$ cat config.mk
export PLATFORM = sky130hd
export DESIGN_NAME = plab3_mem_line_word_adapter
export DESIGN_NICKNAME = d
export VERILOG_FILES = /design/src/rtl/plab3_mem_line_word_adapter.sv
export SDC_FILE = /design/constraint.sdc
export NUM_CORES = 1
export LEC_CHECK = 0
export BUFFER_PORTS_ARGS = -buffer_cell sky130_fd_sc_hd__clkbuf_2
export CORE_MARGIN = 4
export CORE_UTILIZATION = 30
export CTS_CLUSTER_SIZE = 25
export DETAILED_ROUTE_END_ITERATION = 7
export PLACE_DENSITY = 0.65
export REMOVE_ABC_BUFFERS = 1
export SLEW_MARGIN = 20
export SYNTH_ARGS = -nofsm -noshare
export SYNTH_HDL_FRONTEND = slang
export SYNTH_SLANG_ARGS = --single-unit
$ cat constraint.sdc
create_clock -name clk -period 2.79 [get_ports clk]
set_clock_uncertainty 0.2 [all_clocks]
set_input_delay 0.558 -clock clk [delete_from_list [all_inputs] [get_ports clk]]
set_output_delay 0.558 -clock clk [all_outputs]
set_load 0.01 [all_outputs]
$ cat src/rtl/plab3_mem_line_word_adapter.sv
// rtl/plab3_mem_line_word_adapter.sv - cacheline-to-word memory request adapter
//
// Purpose:
//   Sits between a blocking cache's line-wide memory port and a word-wide
//   memory. One line request (READ refill or WRITE evict) is split into
//   nbeats = clw/dbw word requests. The in-order word responses are gathered,
//   and one line response goes back to the cache. Word requests are
//   pipelined, so up to nbeats words can be outstanding at once.
//
// Optional feature (macro PLAB3_MEM_LINE_WORD_ADAPTER_CHECK_EN):
//   When the macro is defined, each accepted word response's opaque field is
//   compared with the expected beat index. A mismatch sets the sticky err
//   flag. The macro also adds an assertion on the accepted request type.
//   When the macro is undefined, err is tied to 0.
//
// Ports:
//   clk, reset            clock; asynchronous active-low reset
//   linereq_*             line request from the cache (val/rdy, type, opaque,
//                         addr, data)
//   lineresp_*            line response to the cache (val/rdy, type, opaque,
//                         data)
//   wordreq_*             word request to memory (val/rdy, type, opaque = beat
//                         index, addr, data)
//   wordresp_*            word response from memory (val/rdy, opaque, data)
//   err                   sticky protocol error flag

module plab3_mem_line_word_adapter #(
  parameter int p_opaque_nbits = 8,
  parameter int abw            = 32,
  parameter int dbw            = 32,
  parameter int clw            = 128
) (
  input  logic                      clk,
  input  logic                      reset,

  input  logic                      linereq_val,
  output logic                      linereq_rdy,
  input  logic [2:0]                linereq_type,
  input  logic [p_opaque_nbits-1:0] linereq_opaque,
  input  logic [abw-1:0]            linereq_addr,
  input  logic [clw-1:0]            linereq_data,

  output logic                      lineresp_val,
  input  logic                      lineresp_rdy,
  output logic [2:0]                lineresp_type,
  output logic [p_opaque_nbits-1:0] lineresp_opaque,
  output logic [clw-1:0]            lineresp_data,

  output logic                      wordreq_val,
  input  logic                      wordreq_rdy,
  output logic [2:0]                wordreq_type,
  output logic [p_opaque_nbits-1:0] wordreq_opaque,
  output logic [abw-1:0]            wordreq_addr,
  output logic [dbw-1:0]            wordreq_data,

  input  logic                      wordresp_val,
  output logic                      wordresp_rdy,
  input  logic [p_opaque_nbits-1:0] wordresp_opaque,
  input  logic [dbw-1:0]            wordresp_data,

  output logic                      err
);

  localparam int nbeats  = clw / dbw;
  localparam int c_idx_w = $clog2(nbeats);
  localparam int c_cnt_w = c_idx_w + 1;

  localparam logic [c_cnt_w-1:0] c_nbeats      = c_cnt_w'(nbeats);
  localparam logic [c_cnt_w-1:0] c_last_beat   = c_cnt_w'(nbeats - 1);
  localparam logic [abw-1:0]     c_line_mask   = ~abw'(clw / 8 - 1);
  localparam logic [2:0]         c_type_read   = 3'd0;
  localparam logic [2:0]         c_type_write  = 3'd1;

  typedef enum logic [1:0] {
    ST_IDLE,
    ST_BUSY,
    ST_RESP
  } state_t;

  state_t                      r_state;
  state_t                      w_state_next;

  logic [2:0]                  r_type;
  logic [p_opaque_nbits-1:0]   r_opaque;
  logic [abw-1:0]              r_addr;
  logic [clw-1:0]              r_line;
  logic [c_cnt_w-1:0]          r_req_cnt;
  logic [c_cnt_w-1:0]          r_resp_cnt;

  logic                        w_accept;
  logic                        w_req_fire;
  logic                        w_resp_fire;
  logic [c_idx_w-1:0]          w_req_idx;
  logic [c_idx_w-1:0]          w_resp_idx;

  // Slot indices; the counter MSB only matters for the "all beats done"
  // comparisons, never for selecting a word.
  assign w_req_idx  = r_req_cnt[c_idx_w-1:0];
  assign w_resp_idx = r_resp_cnt[c_idx_w-1:0];

  always_ff @(posedge clk or negedge reset) begin
    if (!reset) begin
      r_state <= ST_IDLE;
    end else begin
      r_state <= w_state_next;
    end
  end

  always_comb begin
    w_state_next = r_state;
    linereq_rdy  = 1'b0;
    lineresp_val = 1'b0;
    wordreq_val  = 1'b0;
    wordresp_rdy = 1'b0;
    w_accept     = 1'b0;
    w_req_fire   = 1'b0;
    w_resp_fire  = 1'b0;

    case (r_state)
      ST_IDLE: begin
        linereq_rdy  = 1'b1;
        // Responses are always drained while idle, so any leftovers from a
        // transaction abandoned by reset are absorbed and dropped.
        wordresp_rdy = 1'b1;
        if (linereq_val) begin
          w_accept     = 1'b1;
          w_state_next = ST_BUSY;
        end
      end

      ST_BUSY: begin
        wordreq_val  = (r_req_cnt < c_nbeats);
        // Accept only responses for beats that have been issued. This
        // prevents an early or stray response from being counted.
        wordresp_rdy = (r_resp_cnt < r_req_cnt);
        w_req_fire   = wordreq_val && wordreq_rdy;
        w_resp_fire  = wordresp_val && wordresp_rdy;
        if (w_resp_fire && (r_resp_cnt == c_last_beat)) begin
          w_state_next = ST_RESP;
        end
      end

      ST_RESP: begin
        lineresp_val = 1'b1;
        if (lineresp_rdy) begin
          w_state_next = ST_IDLE;
        end
      end

      default: begin
        w_state_next = ST_IDLE;
      end
    endcase
  end

  always_ff @(posedge clk or negedge reset) begin
    if (!reset) begin
      r_type     <= 3'd0;
      r_opaque   <= '0;
      r_addr     <= '0;
      r_line     <= '0;
      r_req_cnt  <= '0;
      r_resp_cnt <= '0;
    end else begin
      if (w_accept) begin
        r_type     <= linereq_type;
        r_opaque   <= linereq_opaque;
        r_addr     <= linereq_addr & c_line_mask;
        r_req_cnt  <= '0;
        r_resp_cnt <= '0;
        if (linereq_type == c_type_write) begin
          r_line <= linereq_data;
        end
      end

      if (w_req_fire) begin
        r_req_cnt <= r_req_cnt + c_cnt_w'(1);
      end

      if (w_resp_fire) begin
        r_resp_cnt <= r_resp_cnt + c_cnt_w'(1);
        if (r_type == c_type_read) begin
          r_line[dbw*w_resp_idx +: dbw] <= wordresp_data;
        end
      end
    end
  end

  assign wordreq_type    = r_type;
  assign wordreq_opaque  = p_opaque_nbits'(r_req_cnt);
  // The line is aligned, so adding the beat offset cannot carry out of the
  // line.
  assign wordreq_addr    = r_addr + (abw'(r_req_cnt) << 2);
  assign wordreq_data    = (r_type == c_type_write) ? r_line[dbw*w_req_idx +: dbw] : '0;

  assign lineresp_type   = r_type;
  assign lineresp_opaque = r_opaque;
  assign lineresp_data   = (r_type == c_type_write) ? '0 : r_line;

`ifdef PLAB3_MEM_LINE_WORD_ADAPTER_CHECK_EN
  logic r_err;

  always_ff @(posedge clk or negedge reset) begin
    if (!reset) begin
      r_err <= 1'b0;
    end else if (w_resp_fire && (wordresp_opaque != p_opaque_nbits'(r_resp_cnt))) begin
      r_err <= 1'b1;
    end
  end

  assign err = r_err;

  always_ff @(posedge clk) begin
    if (reset && w_accept) begin
      assert ((linereq_type == c_type_read) || (linereq_type == c_type_write));
    end
  end
`else
  logic w_unused_opaque;

  assign w_unused_opaque = ^wordresp_opaque;
  assign err             = 1'b0;
`endif

endmodule

==> impl_metrics.toml <==
[run_status]
status = "complete, but fails checks"
violations = "negative setup slack"

[synth]
ys_seq_area_frac = 0.407
synth_area_leaders = "dfrtp_1 (41%), mux2i_1 (18%), and2_1 (7.4%), mux4_2 (6.7%), nand2_1 (6.6%)"
syn-cell-area_mm2 = 0.0108
synthDistinctLibCells = 42
synth_edf_count = 0
ys_top_cells_by_count = "mux2i_1 (195), nand2_1 (190), dfrtp_1 (175), and2_1 (128), o2bb2ai_1 (65)"
ys_warn_count = 0
synthArstFlopShare = 1.00
synth.ff_latch_count = 175
synth.most_common_cell = "mux2i_1"
synth_top_cell_by_area = "dfrtp_1"
synthCells = 1037
synth_ff_type = "dfrtp_1"
yosysTopAreaCellShare = 0.407
syn_avg_cell_area_um2 = 10.4

[timing]
post-route-period-util = 1.09
setup_slack_ns = -0.251
slew_viol_final = 0
worst_pin_slew_ns = 0.573
rsz0062_at_grt = "yes"
maxSlewHeadroom = 0.617
min_period_ns = 3.04
setup_violations = 25
hold_violations = 0
fmax_ghz = 0.329

[clock_tree]
h-tree-depth = 4
cts_tree = "yes"
cts_buffers = 17
clock_path_buffers = 2
path_clk_slew_ns = 0.07
clkSinkCount = 175
clkLatencyLatePin_ns = 0.45
root_buffer = "clkbuf_16"

[routing]
wl_met1_um = 16300
drcViolationCount = 0
dr.pass1.iters = 5
wl_per_cell_um = 20.5
wl_met3_um = 2730
dr_total_vias = 9566
ant_nets = 0
dr.max_layer_used = "met5"
drt_wl_total_um = 39500
post_drt_via_cell_ratio = 4.97
drtIter0Drc = 402
met2_length_um = 19600

[setup_path]
endpoint_kind = "primary output"
critical-path-max-stage-delay_ns = 0.54
r2r_start = "r_req_cnt[2]$_DFFE_PN0P_"
arrival_ns = 2.28
reg2regPathDepth = 10
crit_slowest_cell = "or4_4"
crit_path_frequent_cell = "buf_6"
regToRegSetupSlack_ns = 0.14
crit_chain = "ha_4, nand3_2, or4_4, buf_6, buf_6, nor2_4, xnor2_1, buf_2"
startpoint_type = "flop"
r2r-end = "r_line[76]$_DFF_PN0_"
critPathRequiredTime_ns = 2.03
crit_type = "flop to primary output"
cp_max_fo = 4

[place]
hpwl_um = 27500
io_buffers = 415
dp.cells = 1875
gp_congestion = 0.861

[floorplanning]
dieHeight_um = 197
design.die.area_mm2 = 0.0390
io_pins = 436
fp-row-count = 69
core-area_mm2 = 0.0355
die_w_um = 197
start_util = 0.303

[global_routing]
grt_pass1_vias = 10057
antenna_found_initial = 2
grt_pass1_wl_um = 58200
grt_max_degree = 71
track_usage = 0.192
grt_overflow = 0

[power]
leakagePower_nw = 8.46
finalPower_w = 0.0152
ir_drop_uv = 547
p_per_area_mw_per_mm2 = 1030

[min_path]
hp-class = "input pin to flop"
hp-start = "linereq_opaque[2]"
worstHoldEndpoint = "lineresp_opaque[2]$_DFFE_PN0N_"
hold_depth = 3

[layout]
syn_to_final_growth_pct = 37.5
final_cells = 1924
final_nets = 1677
drive_gt1_frac = 0.417

[job]
maxCapViolations = 0
==> metal layers <==
| layer | GRT usage | up-vias |
|---|---|---|
| li1 | - | 4424 |
| met1 | 0.236 | 4755 |
| met2 | 0.334 | 340 |
| met3 | 0.0525 | 45 |
| met4 | 0.0511 | 2 |
| met5 | 0 | - |
==> cells by family after synthesis <==
family	Yosys count	synth area share
fa+ha+maj	11	0.0128
xor+xnor	26	0.0212
flops	175	0.407
buf+inv	106	0.0526
simple gates	415	0.197
mux	228	0.249
other cells	1	0.000349
compound gates	75	0.0601
==> placed cells by master, fill, tap and decap left out, drive strengths merged, types with 3 or more instances in the layout <==
master	instances
clkbuf	411
mux2i	195
nand2	190
dfrtp	175
and2	128
buf	87
o2bb2ai	65
and3	36
mux4	32
inv	15
xnor2	14
xor2	12
nand3	12
ha	11
nor2	11
conb	8
nand4	8
nor3	7
o21ai	5
clkinv	5
nor4	4
bufinv	4
and4	4
nor3b	3
nor2b	3
nand2b	3
==> repair_timing <==
| action | 4_1_cts | 5_1_grt |
|---|---|---|
| setup buffers | 8 | 6 |
| endpoints found under the hold margin | 21 | 0 |
| gates cloned | 0 | 3 |
| resized for setup | 45 | 63 |
| pin swaps | 16 | 20 |
| setup endpoints to repair | 31 | 111 |
| hold buffers | 1 | 0 |
==> state kept, by name (all words and copies together), names as in the netlist <==
signal,flops
r_line,128
r_addr,28
r_state,2
lineresp_opaque,8
lineresp_type,3
r_req_cnt,3
r_resp_cnt,3
==> worst max path at each step <==
stage	start	to	slack [ns]
finish	r_req_cnt[2]$_DFFE_PN0P_	wordreq_addr[23]	-0.25
global route	r_addr[4]$_DFFE_PN0N_	wordreq_addr[23]	-0.36
CTS	r_req_cnt[2]$_DFFE_PN0P_	wordreq_addr[27]	-0.28
detailed placement	r_req_cnt[2]$_DFFE_PN0P_	wordreq_addr[30]	0.04
global placement	r_req_cnt[2]$_DFFE_PN0P_	wordreq_addr[31]	0.05
floorplan	linereq_val	r_line[100]$_DFF_PN0_	-7.32
==> where the power goes <==
group | switching, W | internal (W)
combinational | 0.00412 | 0.00372
sequential | 0.00100 | 0.00368
clock | 0.00112 | 0.00154
==> per-stage QoR <==
step / area, um2 / TNS, ns / utilization / hold slack [ns] / setup slack, ns
final: 14800 / -2.47 / 0.417 / 0.0962 / -0.251
after global routing: 14800 / -5.55 / 0.417 / 0.0771 / -0.357
after CTS: 14500 / -3.08 / 0.407 / 0.0628 / -0.279
after detailed placement: 13500 / 0 / 0.381 / 0.238 / 0.0441
after global placement: 13500 / 0 / 0.381 / 0.242 / 0.0507
after floorplan: 10300 / -1102.84 / - / 0.0624 / -7.32
==> cell type report <==
| class | instances | area (um2) |
|---|---|---|
| Timing Repair Buffer | 481 | 2900 |
| Inverter | 11 | 43.8 |
| Antenna cell | 1 | 2.50 |
| Clock inverter | 14 | 201 |
| Clock buffer | 18 | 439 |
| Tap cell | 461 | 577 |
| Multi-Input combinational cell | 763 | 6240 |
| Sequential cell | 175 | 4380 |
| Fill cell | 3451 | 20700 |
==> worst max-delay path: cells and delay by family (launching register included) <==
| kind | cells | cell delay [ns] |
|---|---|---|
| adders and majority gates | 1 | 0.17 |
| xor gates and xnor gates | 1 | 0.11 |
| buffers and inverters | 3 | 0.45 |
| DFF | 1 | 0.40 |
| and+or+nand+nor | 3 | 0.71 |
Power figures use the tool's default switching activity.
